===== config.mk =====
export PLATFORM = sky130hd
export DESIGN_NAME = synchronizer_flat
export DESIGN_NICKNAME = d
export VERILOG_FILES = /design/src/rtl/synchronizer_if.sv /design/src/rtl/synchronizer.sv /design/src/flat_wrapper.sv
export SDC_FILE = /design/constraint.sdc
export NUM_CORES = 1
export LEC_CHECK = 0
export CAP_MARGIN = 0
export CELL_PAD_IN_SITES_DETAIL_PLACEMENT = 1
export CELL_PAD_IN_SITES_GLOBAL_PLACEMENT = 1
export CORE_ASPECT_RATIO = 1.1
export CORE_UTILIZATION = 32
export DETAILED_ROUTE_END_ITERATION = 8
export PLACE_DENSITY_LB_ADDON = 0.1
export SYNTH_ARGS = -nofsm -noshare
export SYNTH_HDL_FRONTEND = slang
export SYNTH_SLANG_ARGS = --single-unit

===== constraint.sdc =====
create_clock -name clock -period 1.05 [get_ports clock]
set_input_delay 0.21 -clock clock [delete_from_list [all_inputs] [get_ports clock]]
set_output_delay 0.21 -clock clock [all_outputs]
set_load 0.05 [all_outputs]

===== src/rtl/synchronizer_if.sv =====
// Router control bus between the FSM/register side, the output FIFOs and the synchronizer.
interface synchronizer_if;
    logic       detect_add;
    logic       write_enb_reg;
    logic [2:0] full;
    logic [2:0] empty;
    logic [2:0] read_enb;
    logic [1:0] din;
    logic [2:0] vld_out;
    logic [2:0] soft_reset;
    logic [2:0] write_enb;
    logic       fifo_full;

    modport master (
        output detect_add, write_enb_reg, full, empty, read_enb, din,
        input  vld_out, soft_reset, write_enb, fifo_full
    );

    modport slave (
        input  detect_add, write_enb_reg, full, empty, read_enb, din,
        output vld_out, soft_reset, write_enb, fifo_full
    );
endinterface


===== src/rtl/synchronizer.sv =====
// Router synchronizer: latches destination address, steers writes to the addressed FIFO,
// and soft-resets any FIFO whose valid data sits unread for TIMEOUT clocks.
module synchronizer #(
    parameter int unsigned TIMEOUT = 30,
    parameter int unsigned CNT_W   = 5
) (
    input  logic          clock,
    input  logic          resetn,
    synchronizer_if.slave bus
);

    logic [1:0]       addr_q, addr_d;
    logic [CNT_W-1:0] cnt_q [3];
    logic [CNT_W-1:0] cnt_d [3];
    logic [2:0]       soft_reset_q, soft_reset_d;
    logic [2:0]       stale;

    assign stale = ~bus.empty & ~bus.read_enb;

    always_comb begin
        addr_d       = bus.detect_add ? bus.din : addr_q;
        soft_reset_d = '0;
        for (int unsigned i = 0; i < 3; i++) begin
            cnt_d[i] = '0;
            if (stale[i]) begin
                // Terminal count emits the pulse and restarts, so it repeats every TIMEOUT clocks.
                if (cnt_q[i] == CNT_W'(TIMEOUT - 1)) begin
                    soft_reset_d[i] = 1'b1;
                end else begin
                    cnt_d[i] = cnt_q[i] + 1'b1;
                end
            end
        end
    end

    always_ff @(posedge clock or posedge resetn) begin
        if (resetn) begin
            addr_q       <= '0;
            soft_reset_q <= '0;
            for (int unsigned i = 0; i < 3; i++) begin
                cnt_q[i] <= '0;
            end
        end else begin
            addr_q       <= addr_d;
            soft_reset_q <= soft_reset_d;
            for (int unsigned i = 0; i < 3; i++) begin
                cnt_q[i] <= cnt_d[i];
            end
        end
    end

    always_comb begin
        bus.write_enb = '0;
        bus.fifo_full = 1'b0;
        if (!resetn) begin
            unique case (addr_q)
                2'b00:   bus.fifo_full = bus.full[0];
                2'b01:   bus.fifo_full = bus.full[1];
                2'b10:   bus.fifo_full = bus.full[2];
                default: bus.fifo_full = 1'b0;
            endcase
            if (bus.write_enb_reg) begin
                unique case (addr_q)
                    2'b00:   bus.write_enb = 3'b001;
                    2'b01:   bus.write_enb = 3'b010;
                    2'b10:   bus.write_enb = 3'b100;
                    default: bus.write_enb = 3'b000;
                endcase
            end
        end
    end

    assign bus.vld_out    = ~bus.empty;
    assign bus.soft_reset = soft_reset_q;

endmodule


===== src/flat_wrapper.sv =====
// flat-port wrapper written by rule: the top's interface ports become plain ports
module synchronizer_flat 
#(
    parameter int unsigned TIMEOUT = 30,
    parameter int unsigned CNT_W   = 5
)
  (clock, resetn, bus_detect_add, bus_write_enb_reg, bus_full, bus_empty, bus_read_enb, bus_din, bus_vld_out, bus_soft_reset, bus_write_enb, bus_fifo_full);
  synchronizer_if bus_i ();
  input  logic clock;
  input  logic resetn;
  input wire logic [$bits(bus_i.detect_add)-1:0] bus_detect_add;
  input wire logic [$bits(bus_i.write_enb_reg)-1:0] bus_write_enb_reg;
  input wire logic [$bits(bus_i.full)-1:0] bus_full;
  input wire logic [$bits(bus_i.empty)-1:0] bus_empty;
  input wire logic [$bits(bus_i.read_enb)-1:0] bus_read_enb;
  input wire logic [$bits(bus_i.din)-1:0] bus_din;
  output wire logic [$bits(bus_i.vld_out)-1:0] bus_vld_out;
  output wire logic [$bits(bus_i.soft_reset)-1:0] bus_soft_reset;
  output wire logic [$bits(bus_i.write_enb)-1:0] bus_write_enb;
  output wire logic [$bits(bus_i.fifo_full)-1:0] bus_fifo_full;
  assign bus_i.detect_add = bus_detect_add;
  assign bus_i.write_enb_reg = bus_write_enb_reg;
  assign bus_i.full = bus_full;
  assign bus_i.empty = bus_empty;
  assign bus_i.read_enb = bus_read_enb;
  assign bus_i.din = bus_din;
  assign bus_vld_out = bus_i.vld_out;
  assign bus_soft_reset = bus_i.soft_reset;
  assign bus_write_enb = bus_i.write_enb;
  assign bus_fifo_full = bus_i.fifo_full;
  synchronizer #(.TIMEOUT(TIMEOUT), .CNT_W(CNT_W)) u_core (.clock(clock), .resetn(resetn), .bus(bus_i));
endmodule

==> out/results.tsv <==
stage	metric	value	unit
detailed_routing	routed_via_density	4.78	
floorplanning	floorplan.rows	19	
critical_path	path_cells	mux2i_1 > a2bb2oi_2 > nor2_4 > buf_12	
timing	rsz0062_at_grt	yes	
final_layout	final_cell_count_without_fillers	153	
cts	cts_made_buffers	3	
timing	relSlewSlack	0.822	
cts	cts_num_sinks	20	
global_route	wire_length_of_the_first_global_routing_pass	3.26	mm
critical_path	critPathCaptureType	primary output	
place	placedCellCount	145	
worst_hold_path	timing.hold.worst.class	in2async	
final_layout	syn2layout_area_growth	66.2	%
cts	cts_tree	yes	
place	pre_cts_ws	-0.478	ns
job	max_cap_viol_count	0	
timing	min_period_over_period	1.46	
timing	layout_min_cycle_time	1.53	ns
synthesis	synth.net_count	105	
timing	timing_worst_slew_pin_value	0.268	ns
critical_path	worst_setup_path_start_kind	flop	
cts	cts.clk_slew.worst_paths	0.13	ns
outcome	failing_checks	negative setup slack	
floorplanning	die-height	57.7	um
critical_path	path_max_fanout	2	
global_route	first_global_vias	749	
global_route	antenna_found_initial	0	
final_layout	layout-drive-gt1-share	0.369	
synthesis	ys_top_cells_by_area	dfrtp_1, ha_1, nor2_1, xor2_1, nand3_1	
critical_path	worst-endpoint-required	0.84	ns
critical_path	critical_path_type	reg2out	
outcome	outcome	complete, but fails checks	
timing	timing_max_transition_violations_final	0	
detailed_routing	detail_route.first_pass.iterations	3	
pwr	power.total	1.77	mW
critical_path	worst_path_max_delay_cell	dfrtp_1	
synthesis	flip_flop_and_latch_count_after_synthesis	20	
pwr	pwr_density_cell	1180	nW/um^2
synthesis	ys_seq_area_frac	0.555	
timing	finalWorstSetupSlack	-0.482	ns
cts	clock-root-buffer	clkbuf_4	
final_layout	nets	144	
synthesis	synth.avg_cell_area	10.7	sq um
critical_path	timing.critical_path.slowest_cell_delay	0.41	ns
synthesis	synth-warning-count	0	
place	finalWeightedCongestion	0.712	
detailed_routing	avgRoutedWirePerCell	13.0	um
detailed_routing	drc_errors	0	
cts	clk_latency	0.30	ns
synthesis	post-synth-top-area-fraction	0.555	
detailed_routing	postRouteWirelength	1.99	mm
timing	timing.fmax	0.653	GHz
synthesis	synthDistinctLibCells	17	
timing	finalHoldViolations	0	
final_layout	post-route-util	0.578	
pwr	ir_drop	858	uV
synthesis	syn-cell-area	902	sq um
global_route	global_route.overflow_total	0	
global_route	grt_max_degree	21	
floorplanning	die_area	3040	sq um
timing	worst_case_clock_skew	0.0107	ns
floorplanning	io-pin-count	25	
detailed_routing	ant_nets	0	
critical_path	timing.critical_path.arrival	1.32	ns
synthesis	syn_inst	84	
cts	htree_num_levels	1	
timing	setup_violations	19	
floorplanning	start_util	0.348	
final_layout	antenna_cells_inserted	0	
detailed_routing	route.vias.total	731	
global_route	groute.usage.overall	0.147	
floorplanning	core_region_area	2590	sq um
pwr	p_leak	0.664	nW
place	port_buffers	24	
place	hpwlAfterDp	1.52	mm
synthesis	synth_top_area_cell	dfrtp_1	
detailed_routing	drt_iter0_markers	1	
cts	clockBufferDepth	2	
floorplanning	die-width	52.6	um
## synth_stat cells
| library cell | count |
|---|---|
| a2bb2oi_1 | 1 |
| nand2_1 | 3 |
| mux2i_1 | 1 |
| nor2b_1 | 1 |
| nand3_1 | 6 |
| nor3_1 | 3 |
| nor4b_1 | 1 |
| and4bb_1 | 1 |
| inv_1 | 7 |
| dfrtp_1 | 20 |
| mux2_1 | 2 |
| ha_1 | 6 |
| xnor2_1 | 3 |
| nand4_1 | 3 |
| xor2_1 | 6 |
| and3_1 | 1 |
| nor2_1 | 19 |
## critical path, delay by kind of cell, from the launching register on
kind            cells  cell delay (ns)
simple gates        1             0.05
mux                 1             0.22
flops               1             0.41
compound gates      1             0.20
buf+inv             1             0.14
## per-layer routing
metal / global-route usage / vias up / wire length [um]
li1: - / 352 / -
met1: 0.170 / 358 / 878
met2: 0.260 / 19 / 1010
met3: 0.0315 / 2 / 77
met4: 0.0564 / 0 / 22
met5: 0 / - / 0
## state kept, by name, indices dropped and copies added, names as in the netlist
name and count:
u_core.bus.soft_reset 3, u_core.cnt_q 15, u_core.addr_q 2
## per-stage QoR
step                      setup TNS (ns)  hold WS, ns  area, sq um
after detailed placement           -3.44        0.493         1350
after global placement             -2.90        0.478         1350
after CTS                          -2.28        0.201         1460
after global routing               -3.42        0.226         1500
after floorplan                   -0.396       0.0670          940
final                              -2.36        0.194         1500
## power by group
part / internal [mW] / total, mW / switching (mW)
clock network: 0.386 / 0.635 / 0.249
logic: 0.172 / 0.327 / 0.155
registers: 0.788 / 0.807 / 0.0182
total: 1.35 / 1.77 / 0.422
## worst paths after layout
kind | from | to | slack [ns] | cells after the start
min in group clock | bus_empty[0] | u_core.bus.soft_reset[0] | 0.24 | 2
hold / removal | resetn | u_core.cnt_q[13] | 0.19 | 3
setup reg to reg | u_core.cnt_q[11] | u_core.cnt_q[10] | -0.08 | 5
setup / recovery | u_core.addr_q[0] | bus_fifo_full | -0.48 | 4
hold reg to reg | u_core.cnt_q[4] | u_core.cnt_q[4] | 0.56 | 2
max in group asynchronous | resetn | u_core.cnt_q[0] | 0.64 | 3
## cell usage in the layout (no fill, tap or decap)
| cell | synthesis | layout |
|---|---|---|
| mux2i_1 | 1 | 1 |
| and4bb_4 | 0 | 1 |
| nand4_1 | 3 | 3 |
| buf_4 | 0 | 8 |
| buf_12 | 0 | 9 |
| inv_1 | 7 | 6 |
| nor3_1 | 3 | 2 |
| and3_4 | 0 | 1 |
| dlygate4sd2_1 | 0 | 4 |
| clkbuf_4 | 0 | 3 |
| nor2_1 | 19 | 12 |
| nand3_1 | 6 | 6 |
| buf_6 | 0 | 2 |
| nor2_2 | 0 | 6 |
| ha_1 | 6 | 2 |
| nand2_2 | 0 | 3 |
| nor2_4 | 0 | 1 |
| xor2_1 | 6 | 6 |
| clkdlybuf4s50_1 | 0 | 10 |
| xnor2_1 | 3 | 3 |
| clkinvlp_4 | 0 | 1 |
| nor2b_4 | 0 | 1 |
| bufinv_16 | 0 | 1 |
| dfrtp_1 | 20 | 20 |
| ha_2 | 0 | 4 |
| a2bb2oi_2 | 0 | 1 |
| buf_8 | 0 | 1 |
| nor3_4 | 0 | 1 |
| nor4b_4 | 0 | 1 |
| mux2_1 | 2 | 2 |
## final cells by class
class,count,area [sq um]
clock buffer,3,22.5
fill,269,1090
sequential,20,500
clock inverter,1,30.0
tap,31,38.8
multi-input combinational,57,464
timing repair buffer,34,413
inverter,7,30.0
## repair_timing
action                                  CTS  global route
gates resized for setup                  16             9
buffers inserted                          2             2
endpoints found under the setup margin   26            24
hold buffers                              0             0
hold endpoints to repair                  0             0
pin swaps                                 7             7
## cell families (layout without fill, tap and decap cells)
logic type	after synthesis	in the layout	synth area share
AO/OA/AOI/OAI	1	1	0.00971
XOR/XNOR	9	9	0.0874
adder cells (fa/ha/maj)	6	6	0.0832
buffers and inverters	7	45	0.0291
flip-flops	20	20	0.555
multiplexers	3	3	0.0361
AND/OR/NAND/NOR	38	38	0.200
Power figures use the tool's default switching activity.
